File: src/rtl/aht10_pkg.sv
// Shared constants, FSM encoding and the double-dabble digit adjust for the
// AHT10 raw-to-BCD converter.
package aht10_pkg;

  localparam int unsigned RAW_W   = 20;
  localparam int unsigned SCALE_W = 11;
  localparam int unsigned PROD_W  = RAW_W + SCALE_W;
  localparam int unsigned BCD_W   = 16;
  localparam int unsigned HUM_W   = 12;
  localparam int unsigned CNT_W   = 4;

  localparam logic [SCALE_W-1:0] K_HUM     = 11'd1000;
  localparam logic [SCALE_W-1:0] K_TEM     = 11'd2000;
  localparam logic [SCALE_W:0]   T_OFFSET  = 12'd500;
  localparam logic [CNT_W-1:0]   LAST_STEP = 4'd10;

  typedef enum logic [2:0] {
    ST_IDLE,
    ST_MUL_H,
    ST_BCD_H,
    ST_MUL_T,
    ST_ADJ,
    ST_BCD_T,
    ST_DONE
  } state_t;

  // Add 3 to every BCD digit that is 5 or more, ahead of the next left shift.
  function automatic logic [BCD_W-1:0] dabble_adj(input logic [BCD_W-1:0] b);
    logic [BCD_W-1:0] r;
    r = b;
    for (int i = 0; i < 4; i++) begin
      if (r[i*4 +: 4] >= 4'd5) r[i*4 +: 4] = r[i*4 +: 4] + 4'd3;
    end
    return r;
  endfunction

endpackage

File: src/rtl/aht10_data_conv_if.sv
// Raw sample input and BCD result bus between the sensor read controller,
// the converter and its display / UART consumers.
interface aht10_data_conv_if;
  import aht10_pkg::*;

  logic               raw_vld;
  logic [RAW_W-1:0]   hum_raw;
  logic [RAW_W-1:0]   tem_raw;
  logic               busy;
  logic [HUM_W-1:0]   hum_bcd;
  logic [BCD_W-1:0]   tem_bcd;
  logic               tem_neg;
  logic               dout_vld;

  modport master (
    output raw_vld, hum_raw, tem_raw,
    input  busy, hum_bcd, tem_bcd, tem_neg, dout_vld
  );

  modport slave (
    input  raw_vld, hum_raw, tem_raw,
    output busy, hum_bcd, tem_bcd, tem_neg, dout_vld
  );
endinterface

File: src/rtl/bin2bcd_seq.sv
// Serial double-dabble: 11-bit binary to four BCD digits, one shift per cycle.
// The start cycle itself performs the first shift straight from din, so the
// full result sits in bcd ten cycles after start and done pulses then.
module bin2bcd_seq
  import aht10_pkg::*;
(
  input  logic               clk,
  input  logic               rst,
  input  logic               start,
  input  logic [SCALE_W-1:0] din,
  output logic [BCD_W-1:0]   bcd,
  output logic               done
);

  logic [SCALE_W-1:0] sr;
  logic [CNT_W-1:0]   cnt;
  logic               active;

  logic [BCD_W-1:0]   src;
  logic [BCD_W-1:0]   adj;
  logic               bit_in;

  // Select the shift source: a fresh load on start, else the running value.
  always_comb begin
    src    = bcd;
    bit_in = sr[SCALE_W-1];
    if (start) begin
      src    = '0;
      bit_in = din[SCALE_W-1];
    end
    adj = dabble_adj(src);
  end

  // Shift/adjust register and step counter.
  always_ff @(posedge clk or posedge rst) begin
    if (rst) begin
      bcd    <= '0;
      sr     <= '0;
      cnt    <= '0;
      active <= 1'b0;
      done   <= 1'b0;
    end else begin
      done <= 1'b0;
      if (start) begin
        bcd    <= {adj[BCD_W-2:0], bit_in};
        sr     <= {din[SCALE_W-2:0], 1'b0};
        cnt    <= CNT_W'(1);
        active <= 1'b1;
      end else if (active) begin
        bcd <= {adj[BCD_W-2:0], bit_in};
        sr  <= {sr[SCALE_W-2:0], 1'b0};
        cnt <= cnt + CNT_W'(1);
        if (cnt == LAST_STEP) begin
          active <= 1'b0;
          done   <= 1'b1;
        end
      end
    end
  end

endmodule

File: src/rtl/aht10_data_conv.sv
// AHT10 raw humidity/temperature words to BCD tenths. One serial shift-add
// multiplier and one serial double-dabble unit are shared between the two
// channels under a single sequencing FSM.
module aht10_data_conv
  import aht10_pkg::*;
(
  input  logic               clk,
  input  logic               rst,
  aht10_data_conv_if.slave   bus
);

  state_t             state;
  logic [CNT_W-1:0]   step;
  logic [PROD_W-1:0]  acc;
  logic [RAW_W-1:0]   hum_r;
  logic [RAW_W-1:0]   tem_r;
  logic [HUM_W-1:0]   hum_hold;
  logic               sign_r;

  logic [SCALE_W-1:0] k_sel;
  logic [RAW_W-1:0]   mcand;
  logic [PROD_W-1:0]  pp;
  logic [SCALE_W-1:0] scaled;
  logic [SCALE_W:0]   diff;
  logic [SCALE_W:0]   ndiff;
  logic               neg;
  logic [SCALE_W-1:0] mag;
  logic               bcd_start;
  logic [SCALE_W-1:0] bcd_din;
  logic [BCD_W-1:0]   bcd_q;
  logic               bcd_done;

  // Datapath steering: partial product, offset/sign and BCD unit feed.
  always_comb begin
    k_sel  = (state == ST_MUL_T) ? K_TEM : K_HUM;
    mcand  = (state == ST_MUL_T) ? tem_r : hum_r;
    pp     = k_sel[step] ? (PROD_W'(mcand) << step) : '0;
    scaled = acc[PROD_W-1:RAW_W];
    diff   = {1'b0, scaled} - T_OFFSET;
    ndiff  = T_OFFSET - {1'b0, scaled};
    neg    = diff[SCALE_W];
    mag    = neg ? ndiff[SCALE_W-1:0] : diff[SCALE_W-1:0];
    // Temperature conversion starts in ADJ so its result lands inside BCD_T,
    // in time to be loaded into the outputs on the edge that enters DONE.
    bcd_start = ((state == ST_BCD_H) && (step == '0)) || (state == ST_ADJ);
    bcd_din   = (state == ST_ADJ) ? mag : scaled;
  end

  bin2bcd_seq u_bcd (
    .clk   (clk),
    .rst   (rst),
    .start (bcd_start),
    .din   (bcd_din),
    .bcd   (bcd_q),
    .done  (bcd_done)
  );

  // Sequencing FSM with the shared accumulator and registered outputs.
  always_ff @(posedge clk or posedge rst) begin
    if (rst) begin
      state        <= ST_IDLE;
      step         <= '0;
      acc          <= '0;
      hum_r        <= '0;
      tem_r        <= '0;
      hum_hold     <= '0;
      sign_r       <= 1'b0;
      bus.busy     <= 1'b0;
      bus.dout_vld <= 1'b0;
      bus.hum_bcd  <= '0;
      bus.tem_bcd  <= '0;
      bus.tem_neg  <= 1'b0;
    end else begin
      bus.dout_vld <= 1'b0;
      case (state)
        ST_IDLE: begin
          if (bus.raw_vld) begin
            hum_r    <= bus.hum_raw;
            tem_r    <= bus.tem_raw;
            acc      <= '0;
            step     <= '0;
            bus.busy <= 1'b1;
            state    <= ST_MUL_H;
          end
        end
        ST_MUL_H: begin
          acc <= acc + pp;
          if (step == LAST_STEP) begin
            step  <= '0;
            state <= ST_BCD_H;
          end else begin
            step <= step + CNT_W'(1);
          end
        end
        ST_BCD_H: begin
          if (step == LAST_STEP) begin
            step  <= '0;
            acc   <= '0;
            state <= ST_MUL_T;
          end else begin
            step <= step + CNT_W'(1);
          end
        end
        ST_MUL_T: begin
          // Humidity digits become ready during the first multiply cycle.
          if (bcd_done) hum_hold <= bcd_q[HUM_W-1:0];
          acc <= acc + pp;
          if (step == LAST_STEP) begin
            step  <= '0;
            state <= ST_ADJ;
          end else begin
            step <= step + CNT_W'(1);
          end
        end
        ST_ADJ: begin
          sign_r <= neg;
          step   <= '0;
          state  <= ST_BCD_T;
        end
        ST_BCD_T: begin
          if (step == LAST_STEP) begin
            step         <= '0;
            bus.hum_bcd  <= hum_hold;
            bus.tem_bcd  <= bcd_q;
            bus.tem_neg  <= sign_r;
            bus.dout_vld <= 1'b1;
            state        <= ST_DONE;
          end else begin
            step <= step + CNT_W'(1);
          end
        end
        ST_DONE: begin
          bus.busy <= 1'b0;
          state    <= ST_IDLE;
        end
        default: state <= ST_IDLE;
      endcase
    end
  end

endmodule

File: src/flat_wrapper.sv
// flat-port wrapper written by rule: the top's interface ports become plain ports
module aht10_data_conv_flat import aht10_pkg::*;
  (clk, rst, bus_raw_vld, bus_hum_raw, bus_tem_raw, bus_busy, bus_hum_bcd, bus_tem_bcd, bus_tem_neg, bus_dout_vld);
  aht10_data_conv_if bus_i ();
  input  logic clk;
  input  logic rst;
  input wire logic [$bits(bus_i.raw_vld)-1:0] bus_raw_vld;
  input wire logic [$bits(bus_i.hum_raw)-1:0] bus_hum_raw;
  input wire logic [$bits(bus_i.tem_raw)-1:0] bus_tem_raw;
  output wire logic [$bits(bus_i.busy)-1:0] bus_busy;
  output wire logic [$bits(bus_i.hum_bcd)-1:0] bus_hum_bcd;
  output wire logic [$bits(bus_i.tem_bcd)-1:0] bus_tem_bcd;
  output wire logic [$bits(bus_i.tem_neg)-1:0] bus_tem_neg;
  output wire logic [$bits(bus_i.dout_vld)-1:0] bus_dout_vld;
  assign bus_i.raw_vld = bus_raw_vld;
  assign bus_i.hum_raw = bus_hum_raw;
  assign bus_i.tem_raw = bus_tem_raw;
  assign bus_busy = bus_i.busy;
  assign bus_hum_bcd = bus_i.hum_bcd;
  assign bus_tem_bcd = bus_i.tem_bcd;
  assign bus_tem_neg = bus_i.tem_neg;
  assign bus_dout_vld = bus_i.dout_vld;
  aht10_data_conv u_core (.clk(clk), .rst(rst), .bus(bus_i));
endmodule
File: config.mk
export PLATFORM = sky130hd
export DESIGN_NAME = aht10_data_conv_flat
export DESIGN_NICKNAME = d
export VERILOG_FILES = /design/src/rtl/aht10_pkg.sv /design/src/rtl/aht10_data_conv_if.sv /design/src/rtl/bin2bcd_seq.sv /design/src/rtl/aht10_data_conv.sv /design/src/flat_wrapper.sv
export SDC_FILE = /design/constraint.sdc
export NUM_CORES = 1
export LEC_CHECK = 0
export ABC_AREA = 0
export ABC_CLOCK_PERIOD_IN_PS = 17400
export CORE_MARGIN = 5
export CORE_UTILIZATION = 50
export DETAILED_ROUTE_END_ITERATION = 8
export GPL_TIMING_DRIVEN = 0
export PLACE_DENSITY = 0.69
export SETUP_SLACK_MARGIN = 0.02
export SYNTH_ARGS = -nofsm -noshare
export SYNTH_HDL_FRONTEND = slang
export SYNTH_SLANG_ARGS = --single-unit
File: constraint.sdc
create_clock -name clk -period 17.4 [get_ports clk]
set_input_delay 4.35 -clock clk [delete_from_list [all_inputs] [get_ports clk]]
set_output_delay 4.35 -clock clk [all_outputs]
set_load 0.05 [all_outputs]
# Yosys cells after proc, flatten, opt, wreduce, memory -nomap -nowiden
# Index checks and enable logic that the tools add are counted.
# Widths: inputs -> output; s select.
[word_totals]
reg_bits = 155
elab_cells = 103
in_bits = 43
[op_classes]
n_mux = 41
n_addsub = 9
n_reduce_logical = 17
shift = 1
n_lt_le_gt_ge = 5
n_eq_ne = 13
[op_table]
columns = ["op", "count"]
rows = [
  ["$mux 31", 3],
  ["$pmux 31 s3", 1],
  ["$mux 11", 5],
  ["$mux 16", 3],
  ["$add 31x31->31", 1],
  ["$shl 20x4->31", 1],
  ["$mux 4", 7],
  ["$mux 20", 1],
  ["$mux 3", 6],
  ["$pmux 3 s6", 1],
  ["$ge 4x3->1 const B", 4],
  ["$add 4x2->4 const B", 3],
  ["$pmux 4 s3", 1],
  ["$sub 11x9->12 const B", 1],
  ["$mux 1", 11],
  ["$sub 9x11->11 const A", 1],
  ["$reduce_and 2->1", 5],
  ["$eq 3x3->1 const B", 3],
  ["$add 4x1->4 const B", 2],
  ["$eq 4x4->1 const B", 2],
  ["$eq 3x2->1 const B", 2],
  ["$ne 2x2->1 const B", 3],
  ["$reduce_bool 3->1", 2],
  ["$lt 4x5->1 const B", 1],
  ["14 further kinds", 16],
]

# Logic depth before layout (Yosys ltp)
[logic_depth]
ltp_word = 8
ltp_mapped = 21

# By module
# Synthesis repeated with hierarchy kept, for this count alone.
[unflattened]
hier_cells = 959
hier_area_um2 = 9492.9
[modules_own_cells]
columns = ["mod", "cells_per_inst", "area_per_inst_um2", "instances"]
rows = [
  ["aht10_data_conv", 764, 7703.6, 1],
  ["bin2bcd_seq", 195, 1789.2, 1],
]

# Least setup slack after synthesis
# No wires, ideal clock.
[synth_path]
path_kind = "input to register"
start = "in bus_raw_vld"
end = "reg u_core.hum_r[18]"
cell_stages = 3
slack_ps = 11788
arrival_time_ps = 5487
n_path_buf = 1
cell_sequence = "nor4b_1 clkbuf_1 mux2_2"
[synth_via]
elab_chain_cells = 1
[synth_lines]
columns = ["item", "line", "source"]
rows = [
  ["start, declared", "flat_wrapper.sv:7", "input wire logic [$bits(bus_i.raw_vld)-1:0] bus_raw_vld;"],
  ["$reduce_and 2->1 (no source line)", "--", ""],
  ["end signal, assigned", "aht10_data_conv.sv:78", "hum_r <= bus.hum_raw;"],
  ["end, declared", "aht10_data_conv.sv:15", "logic [RAW_W-1:0] hum_r;"],
]
# No other way between the ends.
# A chain may end at the register's enable or synchronous reset.

# Final worst setup path
[layout_path]
start = "in bus_raw_vld"
end = "reg u_core.tem_r[19]"
[layout_via]
elab_chain_cells = 1
[layout_lines]
columns = ["item", "line", "source"]
rows = [
  ["$reduce_and 2->1 (no source line)", "--", ""],
  ["end signal, assigned", "aht10_data_conv.sv:79", "tem_r <= bus.tem_raw;"],
  ["end, declared", "aht10_data_conv.sv:16", "logic [RAW_W-1:0] tem_r;"],
]
# No other way between the ends.

==> impl_metrics.tcl <==
set metrics [dict create \
    synth_ff_type "dfrtp_1" \
    period_needed_ps 6450 \
    die_w_um 146 \
    max_slew_margin_pct 32.1 \
    row_count 49 \
    ant_nets 0 \
    finalPower_mw 2.20 \
    required_ps 17710 \
    tightest_slew_ps 1000 \
    fin_skew_ps 9.48 \
    synth_area_leaders "dfrtp_1, mux2_2, mux2i_1" \
    drtIter0Drc 407 \
    syn2layout_area_growth_pct 17.9 \
    yosysMostFrequentCell "dfrtp_1" \
    worstPathArrival_ps 6760 \
    cts_hold_buf 0 \
    maxSlewViolCount 0 \
    fp.dieH_um 146 \
    yosys-top-cells-count "dfrtp_1, mux2_2, nand2_1" \
    leakage_nw 4.99 \
    syn_area_sq_um 9260 \
    grt_overflow 0 \
    yosysSeqAreaShare_pct 41.6 \
    cp_max_fo 10 \
    wirelength_um 21600 \
    clock_tree.root_cell "clkbuf_16" \
    n_antenna_cell 0 \
    clock.fmax_mhz 155 \
    grt_start_max_net_pins 83 \
    ir_drop_mv 0.101 \
    async_reset_ff_share_pct 100 \
    tns_ps 0 \
    yosys.area.top_type "dfrtp_1" \
    grt_antenna_before_repair 0 \
    drt_pre_antenna_iters 5 \
    drive_gt1_share_pct 12.5 \
    drv_cap 0 \
    dieArea_sq_um 21300 \
    routed_via_density 5.75 \
    postSynthAreaPerCell_sq_um 10.1 \
    p_per_area_nw_per_um2 201 \
    fin_crit_sh_pct 37.1 \
    yosys_warnings 0 \
    clk_pin_slew_ps 70 \
    setup-violations-final 0 \
    cts_resized 0 \
    crit_type "input port to register" \
    grt_pass1_vias 7125 \
    netlist_instances 916 \
    gp_congestion 0.924 \
    drc 0 \
    cts_tree "built" \
    end_kind "register" \
    hold_class "register to register" \
    hold_violations 0 \
    hpwlAfterDp_um 16000 \
    htreeDepth 4 \
    status "finished, final reports clean" \
    numCtsBuffers 17 \
    post_cts_buffers 0 \
    via_count 7209 \
    core_sq_um 18100 \
    io_buffers 73 \
    synth_edf_count 0 \
    yosysUniqueCellTypes 64 \
    grt_pass1_wl_um 36100 \
    yosysTopAreaCellShare_pct 41.6 \
    grt_use_total_pct 20.5 \
    cp-start-kind "input port" \
    drt-wirelength-per-cell_um 17.2 \
    pin_count 74 \
    rsz0062_at_grt "false" \
    cts_num_sinks 154 \
    clock_latency_ps 430 \
    ctsLongestPathBuffers 2 \
    ys_ff_latch 154 \
    nets 1103 \
    initial_utilization_pct 51.2 \
]
## layout by cell type, fill, tap and decap left out, types with 8 or more instances in the layout
master / synthesis / final
dfrtp_1: 154 / 154
mux2_2: 83 / 83
nand2_1: 81 / 81
mux2i_1: 80 / 80
clkdlybuf4s50_1: 0 / 73
nor2_1: 56 / 56
o21ai_0: 52 / 52
ha_1: 47 / 47
a21oi_1: 45 / 45
clkbuf_1: 34 / 34
o21ai_1: 26 / 26
nand3_1: 23 / 23
inv_1: 22 / 21
xnor2_1: 21 / 21
xor2_1: 18 / 18
clkbuf_16: 0 / 17
nand2b_1: 13 / 13
a22o_1: 13 / 13
a211oi_1: 12 / 12
a21o_1: 12 / 12
nor3_1: 12 / 12
a31oi_1: 11 / 11
buf_1: 8 / 8
## kinds of logic after synthesis
kind of cell	synth area share [%]
buf+inv	2.89
mux	19.2
flops	41.6
fa+ha+maj	6.57
xor+xnor	3.69
compound gates	14.5
other cells	0.0405
simple gates	11.4
## power by group
part / total [mW] / internal, mW / switching [mW] / leakage [nW]
Sequential: 0.566 / 0.480 / 0.0857 / 1.97
Clock: 0.371 / 0.194 / 0.178 / 0.293
Combinational: 1.26 / 0.530 / 0.728 / 2.72
## stage by stage
stage / instances / util, % / worst slack (ps) / hold WS [ps] / cell area, sq um
6_report: 1254 / 60.4 / 10950 / 487 / 10900
5_1_grt: 1254 / 60.4 / 10810 / 500 / 10900
4_1_cts: 1254 / 60.4 / 10930 / 489 / 10900
3_5_place_dp: 1222 / 57.1 / 10490 / 474 / 10300
3_3_place_gp: 1221 / 56.9 / 6680 / 466 / 10300
2_1_floorplan: 919 / - / 8900 / 441 / 9270
## critical path: stages
cell	delay, ps
clkdlybuf4s50_1	610
nor4b_1	850
clkbuf_1	530
mux2_2	410
## cell type report
type	instances	area, sq um
buffer	44	174
clock buffer	17	425
clock inverter	15	175
fill	1536	7170
inverter	25	98.8
multi-input combinational	696	5150
sequential	154	3850
tap	229	287
timing repair buffer	74	758
## final timing paths
kind	startpoint	end	slack, ps	cells past startpoint
setup / recovery	bus_raw_vld	u_core.tem_r[19]$_DFFE_PP0P_	10950	4
hold / removal	u_core.sign_r$_DFFE_PP0P_	u_core.sign_r$_DFFE_PP0P_	490	2
setup reg to reg	u_core.state[0]$_DFFE_PP0P_	u_core.acc[29]$_DFFE_PP0P_	11620	21
hold reg to reg	u_core.sign_r$_DFFE_PP0P_	u_core.sign_r$_DFFE_PP0P_	490	2
max in group asynchronous	rst	u_core.tem_r[4]$_DFFE_PP0P_	12130	3
min in group asynchronous	rst	u_core.u_bcd.sr[2]$_DFFE_PP0P_	4420	2
## state kept, by name (all words and copies together), names as in the netlist
| signal | cells |
|---|---|
| u_core.u_bcd.done | 1 |
| u_core.acc | 31 |
| u_core.u_bcd.cnt | 4 |
| u_core.hum_hold | 12 |
| u_core.bus.hum_bcd | 12 |
| u_core.step | 4 |
| u_core.state | 3 |
| u_core.bus.dout_vld | 1 |
| u_core.bus.tem_bcd | 16 |
| u_core.u_bcd.sr | 10 |
| u_core.tem_r | 20 |
| u_core.hum_r | 20 |
| u_core.bus.tem_neg | 1 |
| u_core.bus.busy | 1 |
| u_core.u_bcd.bcd | 16 |
| u_core.sign_r | 1 |
| u_core.u_bcd.active | 1 |
## metal layers
| metal | part of all wire [%] | GRT usage [%] |
|---|---|---|
| met1 | 46 | 27.5 |
| met2 | 48 | 34.2 |
| met3 | 4.0 | 3.69 |
| met4 | 1.9 | 6.16 |
| met5 | 0 | 0 |
No activity file was read; power rests on OpenSTA's default activity.
